==> config.mk <==
export PLATFORM = sky130hd
export DESIGN_NAME = int_irq_gen_flat
export DESIGN_NICKNAME = d
export VERILOG_FILES = /design/src/rtl/int_irq_gen_if.sv /design/src/rtl/int_irq_gen.sv /design/src/flat_wrapper.sv
export SDC_FILE = /design/constraint.sdc
export NUM_CORES = 1
export LEC_CHECK = 0
export CAP_MARGIN = 20
export CORE_ASPECT_RATIO = 2
export CORE_MARGIN = 2
export CORE_UTILIZATION = 57
export CTS_CLUSTER_DIAMETER = 100
export CTS_CLUSTER_SIZE = 10
export DETAILED_ROUTE_END_ITERATION = 10
export GPL_ROUTABILITY_DRIVEN = 1
export PLACE_DENSITY = 0.84
export SETUP_SLACK_MARGIN = 0.05
export SYNTH_ARGS = -nofsm -noshare
export SYNTH_HDL_FRONTEND = slang
export SYNTH_SLANG_ARGS = --single-unit
==> constraint.sdc <==
create_clock -name clk -period 2.6 [get_ports clk]
set_input_delay 0.52 -clock clk [delete_from_list [all_inputs] [get_ports clk]]
set_output_delay 0.52 -clock clk [all_outputs]
set_load 0.005 [all_outputs]
==> src/rtl/int_irq_gen_if.sv <==
// CPU register bus between a CPU-side master and the interrupt generator.
// Master drives read/write strobes, register select and write data; slave returns read data.
// Ports: cpuren_i, cpuwen_i, cpuaddr_i, cpudi_i (master -> slave), cpudo_o (slave -> master).
interface int_irq_gen_if #(
  parameter int DW = 8
);
  logic          cpuren_i;
  logic          cpuwen_i;
  logic [1:0]    cpuaddr_i;
  logic [DW-1:0] cpudi_i;
  logic [DW-1:0] cpudo_o;

  modport master (
    output cpuren_i,
    output cpuwen_i,
    output cpuaddr_i,
    output cpudi_i,
    input  cpudo_o
  );

  modport slave (
    input  cpuren_i,
    input  cpuwen_i,
    input  cpuaddr_i,
    input  cpudi_i,
    output cpudo_o
  );
endinterface

==> src/rtl/int_irq_gen.sv <==
// Interrupt request generator: masks latched status, optionally coalesces, drives irq_o (level or pulse).
// Latency: irq_o rises 1 cycle after pending status appears with TMO=0, TMO+1 cycles otherwise.
// No backpressure: register reads are combinational, writes land on the next clock edge.
// Ports: clk, rst_n (async active-low), cpu (register bus, slave side), sts_i (status), irq_o (registered).
module int_irq_gen #(
  parameter int DW   = 8,
  parameter int CNTW = 8
) (
  input  logic          clk,
  input  logic          rst_n,
  int_irq_gen_if.slave  cpu,
  input  logic [DW-1:0] sts_i,
  output logic          irq_o
);

  localparam logic [1:0] ADDR_MASK = 2'd0;
  localparam logic [1:0] ADDR_CTRL = 2'd1;
  localparam logic [1:0] ADDR_PEND = 2'd2;
  localparam logic [1:0] ADDR_TMO  = 2'd3;

  typedef enum logic [1:0] {
    IDLE     = 2'd0,
    HOLD     = 2'd1,
    ASSERT   = 2'd2,
    WAIT_CLR = 2'd3
  } state_t;

  logic [DW-1:0]   mask;
  logic            en;
  logic            mode;
  logic [CNTW-1:0] tmo;

  logic [DW-1:0]   pend;
  logic [DW-1:0]   pend_q;
  logic            act;
  logic            newbit;

  state_t          state, state_nxt;
  logic [CNTW-1:0] cnt, cnt_nxt;

  logic [DW-1:0]   ctrl_rd;
  logic [DW-1:0]   tmo_rd;

  // Register file
  always_ff @(posedge clk or negedge rst_n) begin
    if (!rst_n) begin
      mask <= '0;
      en   <= 1'b0;
      mode <= 1'b0;
      tmo  <= '0;
    end else if (cpu.cpuwen_i) begin
      case (cpu.cpuaddr_i)
        ADDR_MASK: mask <= cpu.cpudi_i;
        ADDR_CTRL: begin
          en   <= cpu.cpudi_i[0];
          mode <= cpu.cpudi_i[1];
        end
        ADDR_TMO:  tmo <= cpu.cpudi_i[CNTW-1:0];
        default:   ;  // PEND is read-only
      endcase
    end
  end

  assign pend   = sts_i & mask;
  assign act    = en & (|pend);
  assign newbit = |(pend & ~pend_q);

  // Zero-extended read views; built bitwise so DW == CNTW needs no special case
  always_comb begin
    ctrl_rd    = '0;
    ctrl_rd[0] = en;
    ctrl_rd[1] = mode;
    tmo_rd     = '0;
    tmo_rd[CNTW-1:0] = tmo;
  end

  always_comb begin
    cpu.cpudo_o = '0;
    if (cpu.cpuren_i) begin
      case (cpu.cpuaddr_i)
        ADDR_MASK: cpu.cpudo_o = mask;
        ADDR_CTRL: cpu.cpudo_o = ctrl_rd;
        ADDR_PEND: cpu.cpudo_o = pend;
        ADDR_TMO:  cpu.cpudo_o = tmo_rd;
        default:   cpu.cpudo_o = '0;
      endcase
    end
  end

  // State, counter, previous-pend and irq registers
  always_ff @(posedge clk or negedge rst_n) begin
    if (!rst_n) begin
      state  <= IDLE;
      cnt    <= '0;
      pend_q <= '0;
      irq_o  <= 1'b0;
    end else begin
      state  <= state_nxt;
      cnt    <= cnt_nxt;
      pend_q <= pend;
      irq_o  <= (state_nxt == ASSERT);
    end
  end

  // Losing act (EN cleared, status gone, mask cleared) wins over every state.
  // The counter is only loaded from IDLE, so a TMO write during HOLD leaves the running count alone.
  always_comb begin
    state_nxt = state;
    cnt_nxt   = cnt;
    if (!act) begin
      state_nxt = IDLE;
      cnt_nxt   = '0;
    end else begin
      case (state)
        IDLE: begin
          if (tmo == '0) begin
            state_nxt = ASSERT;
          end else begin
            state_nxt = HOLD;
            cnt_nxt   = tmo;
          end
        end
        HOLD: begin
          // Stops at 1 on the way out, so it can never wrap
          if (cnt == CNTW'(1)) state_nxt = ASSERT;
          else                 cnt_nxt   = cnt - CNTW'(1);
        end
        ASSERT: begin
          if (mode) state_nxt = WAIT_CLR;
        end
        WAIT_CLR: begin
          if (newbit) state_nxt = ASSERT;
        end
        default: state_nxt = IDLE;
      endcase
    end
  end

endmodule
==> src/flat_wrapper.sv <==
// flat-port wrapper written by rule: the top's interface ports become plain ports
module int_irq_gen_flat 
#(
  parameter int DW   = 8,
  parameter int CNTW = 8
)
  (clk, rst_n, sts_i, irq_o, cpu_cpuren_i, cpu_cpuwen_i, cpu_cpuaddr_i, cpu_cpudi_i, cpu_cpudo_o);
  int_irq_gen_if #(.DW(DW)) cpu_i ();
  input  logic clk;
  input  logic rst_n;
  input  logic [DW-1:0] sts_i;
  output logic irq_o;
  input wire logic [$bits(cpu_i.cpuren_i)-1:0] cpu_cpuren_i;
  input wire logic [$bits(cpu_i.cpuwen_i)-1:0] cpu_cpuwen_i;
  input wire logic [$bits(cpu_i.cpuaddr_i)-1:0] cpu_cpuaddr_i;
  input wire logic [$bits(cpu_i.cpudi_i)-1:0] cpu_cpudi_i;
  output wire logic [$bits(cpu_i.cpudo_o)-1:0] cpu_cpudo_o;
  assign cpu_i.cpuren_i = cpu_cpuren_i;
  assign cpu_i.cpuwen_i = cpu_cpuwen_i;
  assign cpu_i.cpuaddr_i = cpu_cpuaddr_i;
  assign cpu_i.cpudi_i = cpu_cpudi_i;
  assign cpu_cpudo_o = cpu_i.cpudo_o;
  int_irq_gen #(.DW(DW), .CNTW(CNTW)) u_core (.clk(clk), .rst_n(rst_n), .cpu(cpu_i), .sts_i(sts_i), .irq_o(irq_o));
endmodule
=== Yosys cells after proc, flatten, opt, wreduce, memory -nomap -nowiden ===
Index checks and enable logic that the tools add are counted.

* Output and inout port bits: 9
* Register bits after elaboration: 37
* Word-level logic and storage cells: 45
* Bits of input ports: 22

* Equal/unequal tests: 11
* $add $sub $neg: 1
* Reductions and logical operators: 9
* Bitwise operators: 4
* Mux-type cells: 12

{| class="wikitable"
|+ Operator list
! operator !! count
|-
| 2-to-1 mux 8 bit || 4
|-
| case mux 8 bit (4 select lines) || 1
|-
| bitwise AND 8 bit || 2
|-
| case mux 8 bit (2 select lines) || 1
|-
| OR reduction 8 bit || 2
|-
| equality test 2 bit (second input constant) || 5
|-
| 2-to-1 mux 2 bit || 5
|-
| != test 3 bit (second input constant) || 3
|-
| equality test 8 x 1 -> 1 bit (second input constant) || 1
|-
| logical NOT 8 bit || 1
|-
| inverter 8 bit || 1
|-
| case mux 2 bit (4 select lines) || 1
|-
| subtractor 8 x 1 -> 8 bit (second input constant) || 1
|-
| AND reduction 2 bit || 3
|-
| equality test 2 x 1 -> 1 bit (second input constant) || 2
|-
| logical NOT 2 bit || 2
|-
| AND reduction 3 bit || 1
|-
| bitwise AND 1 bit || 1
|}

=== Logic depth before layout (Yosys ltp) ===
* Depth in word-level cells: 7
* Mapped depth: 6

=== Worst setup path after synthesis ===
OpenSTA, ideal clock, no wires.

* Path kind: input-to-output
* Start: input cpu_cpuaddr_i[0]
* End: output cpu_cpudo_o[2]
* Stages: 5
* Arrival time: 1.325 ns
* Setup slack: 0.755 ns
* Path through: buf_2 > inv_1 > nor2_1 > nand2_1 > a21boi_0

* Longest elaborated chain between the ends: 3
* Elaborated cells on any way between the ends: 6
* Those cells by class: 3 x eq/ne; 2 x mux; 1 x reduce/logical

{| class="wikitable"
|+ RTL lines
! what !! line !! source
|-
| from (decl) || flat_wrapper.sv:15 || <nowiki>input wire logic [$bits(cpu_i.cpuaddr_i)-1:0] cpu_cpuaddr_i;</nowiki>
|-
| equality test 2 bit, or another cell as far along || int_irq_gen.sv:80 || <nowiki>case (cpu.cpuaddr_i)</nowiki>
|-
| case mux 8 bit (4 select lines) * || int_irq_gen.sv:80 ||
|-
| 2-to-1 mux 8 bit * || int_irq_gen.sv:79 || <nowiki>if (cpu.cpuren_i) begin</nowiki>
|-
| to (decl) || flat_wrapper.sv:17 || <nowiki>output wire logic [$bits(cpu_i.cpudo_o)-1:0] cpu_cpudo_o;</nowiki>
|}

Every way passes the cells marked *; elsewhere a longest branch is shown, timed or not.

=== Final worst setup path ===
* Start: input cpu_cpuaddr_i[1]
* End: output cpu_cpudo_o[4]

The elaborated chain is that of the path after synthesis.

==> results.md <==
- Status: complete, no violations
- WP buf/inv: 5
- Placer Congestion: 0.932
- CP max stage delay: 0.50 ns
- Layout net count: 252
- Logic pwr share: 33.1%
- Area Growth Syn to Fin: 26.7%
- Detailed Route WL: 5.08 mm
- Input/output buffers: 30
- Die footprint: 3970 sq um
- Initial drt markers: 69
- DRC: 0
- Register area share after synthesis: 47.0%
- Slowest CP cell: clkdlybuf4s50_1
- Crit-path most repeated cell: buf_4
- WP data arrival: 1.91 ns
- Reg-to-reg endpoint: u_core.cnt[5]
- Cells after Synth: 188
- Relative slew slack: 50.5%
- Clock Pin Slew Worst Setup and Hold Paths: 0.07 ns
- Initial antenna violation count: 0
- WP data required: 2.08 ns
- Top delay family on crit path: buffers and inverters
- H-tree depth: 2
- Worst hold path class: flip-flop to flip-flop
- Largest net degree at the start of global routing: 38
- Min Hold Slack: 0.561 ns
- Ys async rst share: 100%
- Worst skew pair latency: 0.30 ns
- Hold buffers post-CTS: 0
- Internal cell power: 1420 uW
- Reg power frac: 39.4%
- CP Cell Sequence: clkdlybuf4s50_1, clkinv_2, nor2_1, buf_4, buf_4, nand2_1, a21boi_1, dlygate4sd2_1
- TNS Setup: 0 ns
- Synthesis warning total: 0
- Hold Path Depth: 2
- Area taken by multi-input logic gates: 980 sq um
- Antenna-violating nets left: 0
- Static Leak: 0.00113 uW
- Highest clock rate: 0.412 GHz
- Worst r2r path cells: 4
- First-pass GRT wire length: 8.60 mm
- Clk buf depth: 2
- Critical path class: input port to primary output
- Placed Area: 2360 sq um
- CTS Buf Count: 5
- Pins Over Slew Limit: 0
- Yosys cell types: 43
- Initial Util: 58.9%
- R2R Path Start: u_core.cnt[3]
- Min Tclk post-route: 2.43 ns
- Via count: 1679
- Filler cell count in the final layout: 218
- Final Hold Viols: 0
- Vias in the first global route: 1844
- CTS tree: yes
- Core area: 3340 sq um
- Post-synth EDFFs: 0
- P_sw: 752 uW
- Critical path origin: cpu_cpuaddr_i[1]
- Routed length per placed instance: 19.4 um
- Min-Delay Startpoint: u_core.mask[2]
- Post-synthesis cell area: 1970 sq um
- Reg2reg setup slack: 0.61 ns
- Ports: 31
- Ant diodes: 0
- Die Height: 87.1 um
- Grt ovf: 0
- Top FF cell, synth: dfrtp_1
- Syn_area_per_cell: 10.5 sq um
- Commonest non-fill, non-tap cell in the layout: dfrtp_1
- Worst Hold End: u_core.pend_q[2]
- Vias per inst: 6.43
- Register bit total from synthesis: 37
- Core Rows: 30
- Crit path max fanout: 5
- Pwr/cell area: 873 nW/um^2
- Number of max-cap violations: 0
- Net Sw Frac: 34.6%
- Startpoint types: input port
- Final setup vio count: 0
- Layout Cells excl Fill: 261
- Unrepaired setup endpoints after global routing: yes
- Max VDD drop: 0.733 mV
- GRT Total Usage: 30.1%
- Setup crit end kind: primary output
- DP Wirelength: 3.80 mm
- Stages on the worst setup path: 8
- Placed insts: 252
- Die width: 45.6 um
- Reg area: 926 sq um
- Clock root buffer: clkbuf_8
- Syn_nets: 212
- DR pass1 iterations: 4
- Clk sinks: 37
- Finished layout cell area: 2490 sq um
- Most frequent cells in the layout: 37 x dfrtp_1, 22 x clkdlybuf4s50_1, 19 x nand2_1, 19 x mux2_2, 14 x a21oi_1
- Share of post-route cells with drive strength above 1: 20.1%
- Worst clock skew: 0.00475 ns
- Share of the clock period used by the worst path: 93.4%
- Clk pwr share: 27.5%
- Worst slew pin tran: 0.737 ns
-- what timing repair did --
action,CTS,global route
buffers inserted,1,0
gates resized for setup,10,5
endpoints found under the setup margin,8,3
-- registers in the layout, summed over array words and instances (netlist names) --
signal / count
u_core.tmo: 8
u_core.mask: 8
u_core.mode: 1
u_core.cnt: 8
u_core.en: 1
u_core.state: 2
u_core.pend_q: 8
u_core.irq_o: 1
-- worst max-delay path by stage --
stage | endpoint | slack, ns
2_1_floorplan | cpu_cpudo_o[2] | 0.76
3_3_place_gp | cpu_cpudo_o[1] | 0.01
3_5_place_dp | cpu_cpudo_o[3] | -0.13
4_1_cts | cpu_cpudo_o[5] | 0.12
5_1_grt | cpu_cpudo_o[6] | 0.05
6_report | cpu_cpudo_o[4] | 0.17
-- area by class of cell --
| type | count | share of cell area (%) |
|---|---|---|
| Clock inverter | 3 | 2.61 |
| Sequential cell | 37 | 37.1 |
| Clock buffer | 5 | 2.76 |
| Timing Repair Buffer | 39 | 14.8 |
| Tap cell | 32 | 1.61 |
| Inverter | 12 | 1.86 |
| Multi-Input combinational cell | 133 | 39.3 |
-- per-layer routing --
metal / part of all wire, % / GRT usage, % / wire (um) / up-vias
met3: 5.2 / 4.98 / 264 / 19
met1: 35 / 33.8 / 1770 / 806
met4: 3.5 / 15.0 / 180 / 0
met2: 56 / 51.9 / 2860 / 82
met5: 0 / 0 / 0 / -
li1: - / - / - / 772
-- worst reg2reg max path: cells and delay by family, from the launching register on --
family,cells,cell delay (ns)
and+or+nand+nor,2,0.68
DFF,1,0.44
AOI/OAI and AO/OA,2,0.77
-- synth_stat cells, types with 2 or more instances --
library cell  instances  share of area, %
nand3_1               5               1.3
nor4_1                2              0.64
nand2b_1              2              0.64
a211o_1               3               1.3
mux2_2               19                11
buf_2                 2              0.51
ha_1                  2               1.3
inv_1                11               2.1
mux2i_1               2               1.0
a21boi_0              5               1.9
and3_1                3              0.95
a21oi_1              14               3.6
o2111ai_1             2              0.89
nand2_1              19               3.6
nor2b_1               4               1.3
o211ai_1              8               3.1
nand4b_1              2              0.89
nand3b_1              4               1.5
clkbuf_1              3              0.57
nor2_1                6               1.1
o31ai_1               5               1.9
nor3_1                3              0.76
o221ai_1              3               1.3
dfrtp_1              37                47
and2_1                4               1.3
-- kinds of logic (layout without fill, tap and decap cells) --
kind of cell               count (synthesis)  count (layout)  synth area share (%)
and+or+nand+nor                           60              60                  16.3
muxes                                     21              21                  11.9
AOI/OAI and AO/OA                         50              50                  20.0
DFF                                       37              37                  47.0
adders and majority gates                  2               2                  1.27
buffers and inverters                     18              59                  3.56
-- through the flow --
stage / setup slack [ns] / util, % / power [uW]
2_1_floorplan: 0.755 / - / 1320
3_3_place_gp: 0.0146 / 70.7 / 1530
3_5_place_dp: -0.133 / 70.7 / 1580
4_1_cts: 0.119 / 74.7 / 2170
5_1_grt: 0.0492 / 74.6 / 2290
6_report: 0.172 / 74.6 / 2180
-- power by group through the flow --
stage | combinational (uW) | sequential, uW | clock, uW
after CTS | 714 | 854 | 598
after global placement | 673 | 854 | 0
final | 721 | 858 | 598
after floorplan | 510 | 812 | 0
after global routing | 796 | 877 | 621
after detailed placement | 712 | 863 | 0
(Power assumes the default switching activity.)
